==> src/rtl/core_pkg.sv <==
// ----------------------------------------------------------------------------
// core_pkg
// Core-wide constants shared by the execution-stage blocks.
//   DATA_WIDTH : architectural register / datapath width.
// ----------------------------------------------------------------------------
package core_pkg;

    localparam int DATA_WIDTH = 32;

endpackage : core_pkg

==> src/rtl/mdu_control_pkg.sv <==
// ----------------------------------------------------------------------------
// mdu_control_pkg
// Operation encoding for the multiply/divide unit. The code is the RV32M
// funct3 field, so bit 2 selects the divide family, bit 1 selects remainder
// within that family and bit 0 selects the unsigned variant.
//   MDU_WIDTH_CODE : width of the mdu_control operation code.
//   mdu_op_t       : operation encoding.
//   is_div()       : operation uses the iterative divider.
//   is_signed_div(): divide/remainder on two's-complement operands.
// ----------------------------------------------------------------------------
package mdu_control_pkg;

    localparam int MDU_WIDTH_CODE = 3;

    typedef enum logic [MDU_WIDTH_CODE-1:0] {
        MDU_MUL    = 3'd0,
        MDU_MULH   = 3'd1,
        MDU_MULHSU = 3'd2,
        MDU_MULHU  = 3'd3,
        MDU_DIV    = 3'd4,
        MDU_DIVU   = 3'd5,
        MDU_REM    = 3'd6,
        MDU_REMU   = 3'd7
    } mdu_op_t;

    function automatic logic is_div(input mdu_op_t op);
        return op[2];
    endfunction

    function automatic logic is_signed_div(input mdu_op_t op);
        return op[2] & ~op[0];
    endfunction

endpackage : mdu_control_pkg

==> src/rtl/core_mdu_divider.sv <==
// ----------------------------------------------------------------------------
// core_mdu_divider
// Iterative radix-2 restoring divider on unsigned operands. One quotient bit
// is produced per cycle over DATA_WIDTH cycles after the load cycle.
// Ports:
//   clk, rst_n      : clock, synchronous active-low reset.
//   i_div_start     : one-cycle pulse, loads the operands and starts.
//   i_div_abort     : drops the operation in flight (higher priority).
//   i_dividend      : unsigned dividend.
//   i_divisor       : unsigned divisor (non-zero; zero is handled upstream).
//   o_div_done      : high during the final iteration cycle; quotient and
//                     remainder are valid from the following cycle on.
//   o_quotient      : quotient register.
//   o_remainder     : remainder register.
// ----------------------------------------------------------------------------
module core_mdu_divider
    import core_pkg::*;
(
    input  logic                  clk,
    input  logic                  rst_n,
    input  logic                  i_div_start,
    input  logic                  i_div_abort,
    input  logic [DATA_WIDTH-1:0] i_dividend,
    input  logic [DATA_WIDTH-1:0] i_divisor,
    output logic                  o_div_done,
    output logic [DATA_WIDTH-1:0] o_quotient,
    output logic [DATA_WIDTH-1:0] o_remainder
);

    localparam int CW = $clog2(DATA_WIDTH);

    logic [CW-1:0]         r_count;
    logic                  r_busy;
    logic [DATA_WIDTH-1:0] r_quot;      // dividend shifts out the top, quotient bits in the bottom
    logic [DATA_WIDTH-1:0] r_rem;
    logic [DATA_WIDTH-1:0] r_divisor;

    logic [DATA_WIDTH:0]   w_shift;
    logic [DATA_WIDTH:0]   w_diff;

    // Partial remainder with the next dividend bit shifted in; a clear sign
    // bit on the trial subtraction means the divisor fits.
    assign w_shift = {r_rem, r_quot[DATA_WIDTH-1]};
    assign w_diff  = w_shift - {1'b0, r_divisor};

    always_ff @(posedge clk) begin
        if (!rst_n) begin
            r_count   <= '0;
            r_busy    <= 1'b0;
            r_quot    <= '0;
            r_rem     <= '0;
            r_divisor <= '0;
        end else if (i_div_abort) begin
            r_count <= '0;
            r_busy  <= 1'b0;
        end else if (i_div_start) begin
            r_quot    <= i_dividend;
            r_rem     <= '0;
            r_divisor <= i_divisor;
            r_count   <= CW'(DATA_WIDTH - 1);
            r_busy    <= 1'b1;
        end else if (r_busy) begin
            if (!w_diff[DATA_WIDTH]) begin
                r_rem  <= w_diff[DATA_WIDTH-1:0];
                r_quot <= {r_quot[DATA_WIDTH-2:0], 1'b1};
            end else begin
                r_rem  <= w_shift[DATA_WIDTH-1:0];
                r_quot <= {r_quot[DATA_WIDTH-2:0], 1'b0};
            end
            if (r_count == '0) begin
                r_busy <= 1'b0;
            end else begin
                r_count <= r_count - 1'b1;
            end
        end
    end

    assign o_div_done  = r_busy && (r_count == '0);
    assign o_quotient  = r_quot;
    assign o_remainder = r_rem;

endmodule : core_mdu_divider

==> src/rtl/core_mdu.sv <==
// ----------------------------------------------------------------------------
// core_mdu
// RV32M multiply/divide unit behind the execution stage. Multiplies take two
// cycles; divides/remainders run the iterative divider plus a sign-fix cycle.
// Divide-by-zero and signed overflow are resolved at accept time.
// Ports:
//   clk, rst_n   : clock, synchronous active-low reset.
//   mdu_start    : request strobe, honoured only in IDLE or DONE.
//   mdu_control  : operation code (instruction funct3).
//   mdu_in_a     : rs1 operand.
//   mdu_in_b     : rs2 operand.
//   mdu_kill     : pipeline flush, aborts any operation (beats mdu_start).
//   mdu_busy     : high in MUL, DIV and FIX.
//   mdu_done     : one-cycle pulse, mdu_out valid.
//   mdu_out      : result register, holds until the next result.
// ----------------------------------------------------------------------------
module core_mdu
    import core_pkg::*;
    import mdu_control_pkg::*;
(
    input  logic                      clk,
    input  logic                      rst_n,
    input  logic                      mdu_start,
    input  logic [MDU_WIDTH_CODE-1:0] mdu_control,
    input  logic [DATA_WIDTH-1:0]     mdu_in_a,
    input  logic [DATA_WIDTH-1:0]     mdu_in_b,
    input  logic                      mdu_kill,
    output logic                      mdu_busy,
    output logic                      mdu_done,
    output logic [DATA_WIDTH-1:0]     mdu_out
);

    typedef enum logic [2:0] {
        ST_IDLE,
        ST_MUL,
        ST_DIV,
        ST_FIX,
        ST_DONE
    } mdu_state_t;

    localparam logic [DATA_WIDTH-1:0] W_INT_MIN = {1'b1, {(DATA_WIDTH-1){1'b0}}};

    mdu_state_t            r_state;
    mdu_state_t            w_state_next;

    mdu_op_t               r_op;
    logic [DATA_WIDTH-1:0] r_a;
    logic [DATA_WIDTH-1:0] r_b;
    logic [DATA_WIDTH-1:0] r_out;
    logic                  r_div_start;

    mdu_op_t               w_op_in;
    logic                  w_accept;
    logic                  w_div_by_zero;
    logic                  w_overflow;
    logic                  w_special;
    logic [DATA_WIDTH-1:0] w_special_result;

    logic                  w_sext_a;
    logic                  w_sext_b;
    logic [2*DATA_WIDTH-1:0] w_mul_a;
    logic [2*DATA_WIDTH-1:0] w_mul_b;
    logic [2*DATA_WIDTH-1:0] w_product;
    logic [DATA_WIDTH-1:0] w_mul_result;

    logic                  w_neg_a;
    logic                  w_neg_b;
    logic [DATA_WIDTH-1:0] w_div_dividend;
    logic [DATA_WIDTH-1:0] w_div_divisor;
    logic                  w_div_done;
    logic [DATA_WIDTH-1:0] w_quotient;
    logic [DATA_WIDTH-1:0] w_remainder;
    logic [DATA_WIDTH-1:0] w_fix_result;

    // ------------------------------------------------------------------
    // Request decode (only meaningful when accepting)
    // ------------------------------------------------------------------
    assign w_op_in       = mdu_op_t'(mdu_control);
    assign w_accept      = ((r_state == ST_IDLE) || (r_state == ST_DONE)) && mdu_start && !mdu_kill;
    assign w_div_by_zero = (mdu_in_b == '0);
    assign w_overflow    = is_signed_div(w_op_in) && (mdu_in_a == W_INT_MIN) && (&mdu_in_b);
    assign w_special     = is_div(w_op_in) && (w_div_by_zero || w_overflow);

    // op[1] separates remainder from quotient within the divide family.
    always_comb begin
        w_special_result = '0;
        if (w_div_by_zero) begin
            w_special_result = w_op_in[1] ? mdu_in_a : '1;
        end else begin
            w_special_result = w_op_in[1] ? '0 : W_INT_MIN;
        end
    end

    // ------------------------------------------------------------------
    // FSM
    // ------------------------------------------------------------------
    always_ff @(posedge clk) begin
        if (!rst_n) begin
            r_state <= ST_IDLE;
        end else begin
            r_state <= w_state_next;
        end
    end

    always_comb begin
        w_state_next = r_state;
        case (r_state)
            ST_IDLE, ST_DONE: begin
                if (w_accept) begin
                    if (w_special) begin
                        w_state_next = ST_DONE;
                    end else if (is_div(w_op_in)) begin
                        w_state_next = ST_DIV;
                    end else begin
                        w_state_next = ST_MUL;
                    end
                end else begin
                    w_state_next = ST_IDLE;
                end
            end
            ST_MUL:  w_state_next = ST_DONE;
            ST_DIV:  if (w_div_done) w_state_next = ST_FIX;
            ST_FIX:  w_state_next = ST_DONE;
            default: w_state_next = ST_IDLE;
        endcase
        if (mdu_kill) begin
            w_state_next = ST_IDLE;
        end
    end

    // ------------------------------------------------------------------
    // Multiply path: 33x33 signed product realised as a 64-bit product of
    // operands extended according to the op; low 64 bits are exact.
    // ------------------------------------------------------------------
    assign w_sext_a     = (r_op == MDU_MULH) || (r_op == MDU_MULHSU);
    assign w_sext_b     = (r_op == MDU_MULH);
    assign w_mul_a      = {{DATA_WIDTH{w_sext_a & r_a[DATA_WIDTH-1]}}, r_a};
    assign w_mul_b      = {{DATA_WIDTH{w_sext_b & r_b[DATA_WIDTH-1]}}, r_b};
    assign w_product    = w_mul_a * w_mul_b;
    assign w_mul_result = (r_op == MDU_MUL) ? w_product[DATA_WIDTH-1:0]
                                            : w_product[2*DATA_WIDTH-1:DATA_WIDTH];

    // ------------------------------------------------------------------
    // Divide path: the divider sees magnitudes, signs are restored in FIX.
    // INT_MIN negates to itself, which is its correct unsigned magnitude.
    // ------------------------------------------------------------------
    assign w_neg_a        = is_signed_div(r_op) && r_a[DATA_WIDTH-1];
    assign w_neg_b        = is_signed_div(r_op) && r_b[DATA_WIDTH-1];
    assign w_div_dividend = w_neg_a ? (-r_a) : r_a;
    assign w_div_divisor  = w_neg_b ? (-r_b) : r_b;

    core_mdu_divider u_divider (
        .clk         (clk),
        .rst_n       (rst_n),
        .i_div_start (r_div_start),
        .i_div_abort (mdu_kill),
        .i_dividend  (w_div_dividend),
        .i_divisor   (w_div_divisor),
        .o_div_done  (w_div_done),
        .o_quotient  (w_quotient),
        .o_remainder (w_remainder)
    );

    always_comb begin
        w_fix_result = '0;
        if (r_op[1]) begin
            w_fix_result = w_neg_a ? (-w_remainder) : w_remainder;
        end else begin
            w_fix_result = (w_neg_a ^ w_neg_b) ? (-w_quotient) : w_quotient;
        end
    end

    // ------------------------------------------------------------------
    // Operand latch, divider launch and output register
    // ------------------------------------------------------------------
    always_ff @(posedge clk) begin
        if (!rst_n) begin
            r_op        <= MDU_MUL;
            r_a         <= '0;
            r_b         <= '0;
            r_out       <= '0;
            r_div_start <= 1'b0;
        end else begin
            // Divider is launched in the first DIV cycle from latched operands.
            r_div_start <= w_accept && !w_special && is_div(w_op_in);
            if (w_accept) begin
                r_op <= w_op_in;
                r_a  <= mdu_in_a;
                r_b  <= mdu_in_b;
                if (w_special) begin
                    r_out <= w_special_result;
                end
            end
            if (!mdu_kill) begin
                if (r_state == ST_MUL) begin
                    r_out <= w_mul_result;
                end else if (r_state == ST_FIX) begin
                    r_out <= w_fix_result;
                end
            end
        end
    end

    assign mdu_busy = (r_state == ST_MUL) || (r_state == ST_DIV) || (r_state == ST_FIX);
    assign mdu_done = (r_state == ST_DONE);
    assign mdu_out  = r_out;

endmodule : core_mdu

==> config.mk <==
export PLATFORM = sky130hd
export DESIGN_NAME = core_mdu
export DESIGN_NICKNAME = d
export VERILOG_FILES = /design/src/rtl/core_pkg.sv /design/src/rtl/mdu_control_pkg.sv /design/src/rtl/core_mdu_divider.sv /design/src/rtl/core_mdu.sv
export SDC_FILE = /design/constraint.sdc
export NUM_CORES = 2
export LEC_CHECK = 0
export BUFFER_PORTS_ARGS = -buffer_cell sky130_fd_sc_hd__buf_4
export CAP_MARGIN = 20
export CORE_MARGIN = 2
export CORE_UTILIZATION = 40
export DETAILED_ROUTE_END_ITERATION = 10
export PLACE_DENSITY = 0.56
export REMOVE_ABC_BUFFERS = 1
export SYNTH_ARGS = -nofsm -noshare
export SYNTH_HDL_FRONTEND = slang
export SYNTH_SLANG_ARGS = --single-unit
export TNS_END_PERCENT = 1
==> constraint.sdc <==
create_clock -name clk -period 25.3 [get_ports clk]
set_input_delay 2.53 -clock clk [delete_from_list [all_inputs] [get_ports clk]]
set_output_delay 2.53 -clock clk [all_outputs]
set_load 0.02 [all_outputs]
==> run summary <==
P_leak -> 24.85 nW
total congestion overflow -> 0
RR Startpoint -> r_op[0]
Switching Fraction -> 40.68%
dpl cells -> 7,566
slowest CP cell -> fa_1
Distinct cells, synth -> 88
ys async rst share -> 0%
Internal -> 0.0007669 W
deepest clock path buffer count -> 3
number of cell rows -> 131
area growth from synthesis to layout -> 6.386%
combinational fraction of design power -> 37.1%
min-delay src -> r_b[23]
Hold Path Cell Cnt -> 2
largest cells by area after synthesis -> fa_1 (44%), inv_1 (9.3%), dfxtp_1 (8.0%)
Peak Freq -> 0.1070 GHz
Cell Area, Synth -> 51,430 µm²
post_cts resized -> 0
DIE WIDTH -> 362.6 µm
initial DRC count -> 3,151
Clock Tree Root -> clkbuf_16
run status -> finished clean
CTS Buf Count -> 29
GRT Overall Usage -> 27.03%
total wire length -> 173,000 µm
Startpoint Class -> register
Die Span Y -> 362.6 µm
P_sw -> 0.0005259 W
routability cong. -> 0.9473
final hold viol count -> 0
global-route wire length before repair -> 269,400 µm
final setup skew -> 0.02959 ns
syn_area_per_cell -> 8.460 µm²
worst-path fanout max -> 31
synthesized instance count -> 6,079
crit-path max cell delay -> 0.75 ns
Wirelength per Cell -> 22.70 µm
Setup Fix Bufs, Post-CTS -> 0
synthesis-stage register bit count -> 205
post-route ant nets -> 0
CTS Sinks -> 205
YS warnings -> 0
ratio of cells with drive above 1 in the final layout -> 5.556%
cell accounting for the most synthesized area -> fa_1
worst vdd ir -> 54.68 µV
Starting Density -> 40.33%
clk_lat worst skew -> 0.62 ns
Fin Hold WS -> 0.4529 ns
Post-Layout Cell Count -> 7,623
Main synth FF type -> dfxtp_1
fin. max-slew vios -> 0
final setup fails -> 0
CTS tree -> yes
kind of end point of the critical path -> register
DR DRC count -> 0
Final HPWL DP -> 135,100 µm
Final min period -> 9.342 ns
Setup crit start -> r_op[0]
fin crit share -> 36.92%
largest net degree at the start of global routing -> 82
number of port buffers -> 104
Synth top area share -> 43.83%
Worst-path clk slew -> 0.06 ns
FILL cells -> 12,940
fin nets -> 7,382
headroom to the max-slew limit -> 21.09%
H-tree depth -> 1
CP arrival -> 9.90 ns
PwrDens -> 23.63 nW/µm²
R2R Setup Slk -> 15.96 ns
reg2reg path depth -> 27
worst hold path class -> reg2reg
drt pass-1 iters -> 5
vias in the first global route -> 43,700
via count -> 41,030
Worst path most repeated cell -> fa_1
Flop pwr share -> 26.8%
hold buffers post-CTS -> 0
setup TNS -> 0 ns
unrepaired setup endpoints after global routing -> false
max cap viols -> 0
critical path required time -> 25.86 ns
die area -> 131,500 µm²
io pins -> 105
clock power share -> 36.1%
Post-synth EDFFs -> 0
sequential area share after synthesis -> 7.980%
Worst Tran Pin Value -> 1.173 ns
initial antenna violation count -> 7
Placeable Area -> 127,500 µm²
WS Path Type -> reg2reg
via/cell ratio -> 5.383
placed cells by master, fill, tap and decap left out, drive strengths merged, types with 8 or more instances in the layout:
master / n
inv: 1273
fa: 1126
nand2: 1024
a21oi: 316
and2: 312
nor2: 253
ha: 250
buf: 207
dfxtp: 205
xnor2: 134
o21ai: 132
xor2: 81
a21o: 57
a211oi: 53
clkbuf: 42
mux2i: 35
nor4: 32
nand3: 29
nor3: 28
nand4: 25
o31ai: 24
nand2b: 22
or3: 22
or2: 17
o21bai: 16
a31oi: 16
o211ai: 15
and3: 13
o22ai: 12
a211o: 12
a311oi: 12
or4: 12
o21a: 11
o41ai: 11
nor2b: 8
a221oi: 8
o221ai: 8
o221a: 8
worst max-delay path, delay by kind of cell, from the launching register on:
family	cells	cell delay, ns
flops	1	0.46
xor+xnor	1	0.20
buf+inv	8	1.46
compound gates	4	1.16
simple gates	4	0.65
fa+ha+maj	9	4.94
mux	1	0.37
cell type report:
| class | count | area (µm²) | share of cell area, % |
|---|---|---|---|
| multi-input cells | 4220 | 41130 | 75.17 |
| inverters | 1272 | 4777 | 8.731 |
| clock inverters | 12 | 210.2 | 0.3842 |
| repair buffers | 207 | 1554 | 2.840 |
| flip-flops and latches | 205 | 4121 | 7.533 |
| well taps | 1662 | 2079 | 3.801 |
| diodes | 3 | 7.507 | 0.01372 |
| clock buffers | 42 | 834.6 | 1.525 |
kinds of logic (layout without fill, tap and decap cells):
group           after synthesis  in the layout  synth area share, %
flops                       205            205                7.980
mux                          37             37               0.7250
xor+xnor                    215            215                3.698
compound gates              765            765                9.379
buf+inv                    1654           1533                12.13
fa+ha+maj                  1376           1376                49.91
other cells                   0              3                    0
simple gates               1827           1827                16.18
registers in the layout (all words and copies together), names as in the netlist:
name                   flops
mdu_out                   32
r_a                       32
r_b                       32
u_divider.o_quotient      32
u_divider.o_remainder     32
u_divider.r_divisor       32
u_divider.r_count          5
r_op                       3
r_state                    3
r_div_start                1
u_divider.r_busy           1
metrics by stage:
| step | area (µm²) | worst slack (ns) | util, % | total power (W) |
|---|---|---|---|---|
| 2_1_floorplan | 49970 | 14.04 | - | 0.0006363 |
| 3_3_place_gp | 53660 | 16.04 | 42.08 | 0.0008247 |
| 3_5_place_dp | 53660 | 15.94 | 42.08 | 0.0008273 |
| 4_1_cts | 54710 | 15.92 | 42.90 | 0.001295 |
| 5_1_grt | 54710 | 15.42 | 42.90 | 0.001354 |
| 6_report | 54710 | 15.96 | 42.91 | 0.001293 |
cell usage after synthesis (8+ instances only):
cell type / instances
a211oi_1: 51
inv_1: 1271
fa_1: 1126
or4_1: 11
xor2_1: 81
nand4_1: 25
o211ai_1: 14
o41ai_1: 11
nand2_1: 1024
o21ai_0: 114
nor3_1: 26
buf_1: 59
ha_1: 250
clkbuf_1: 312
o21ai_1: 17
a211o_1: 12
nand3_1: 29
dfxtp_1: 205
a221oi_1: 8
a311oi_1: 12
a21o_1: 57
xnor2_1: 133
a21oi_1: 312
nand2b_1: 22
o221a_2: 8
nor4_1: 25
nor2_1: 253
buf_2: 8
o21a_1: 11
and3_1: 13
o21bai_1: 16
nor2b_1: 8
or3_1: 21
mux2i_1: 35
o22ai_1: 12
a31oi_1: 16
and2_1: 312
o31ai_1: 20
or2_2: 16
o221ai_1: 8
worst paths after layout:
path | end
max | mdu_out[24]
min | r_b[23]
max reg2reg | mdu_out[24]
min reg2reg | r_b[23]
power by group through the flow:
stage	Sequential (W)	Clock (W)	Combinational (W)
2_1_floorplan	0.000372	0	0.000265
3_3_place_gp	0.000352	0	0.000472
3_5_place_dp	0.000353	0	0.000475
4_1_cts	0.000346	0.000472	0.000477
5_1_grt	0.000347	0.000481	0.000526
6_report	0.000346	0.000466	0.000480
layer usage:
| metal | global-route usage [%] | vias up | share of wire (%) |
|---|---|---|---|
| met5 | 0 | - | 0.016 |
| met4 | 8.103 | 4 | 3.6 |
| met3 | 4.936 | 286 | 7.8 |
| met2 | 44.02 | 1516 | 46 |
| met1 | 36.65 | 21160 | 43 |
| li1 | - | 18060 | - |
Power figures use the tool's default switching activity.
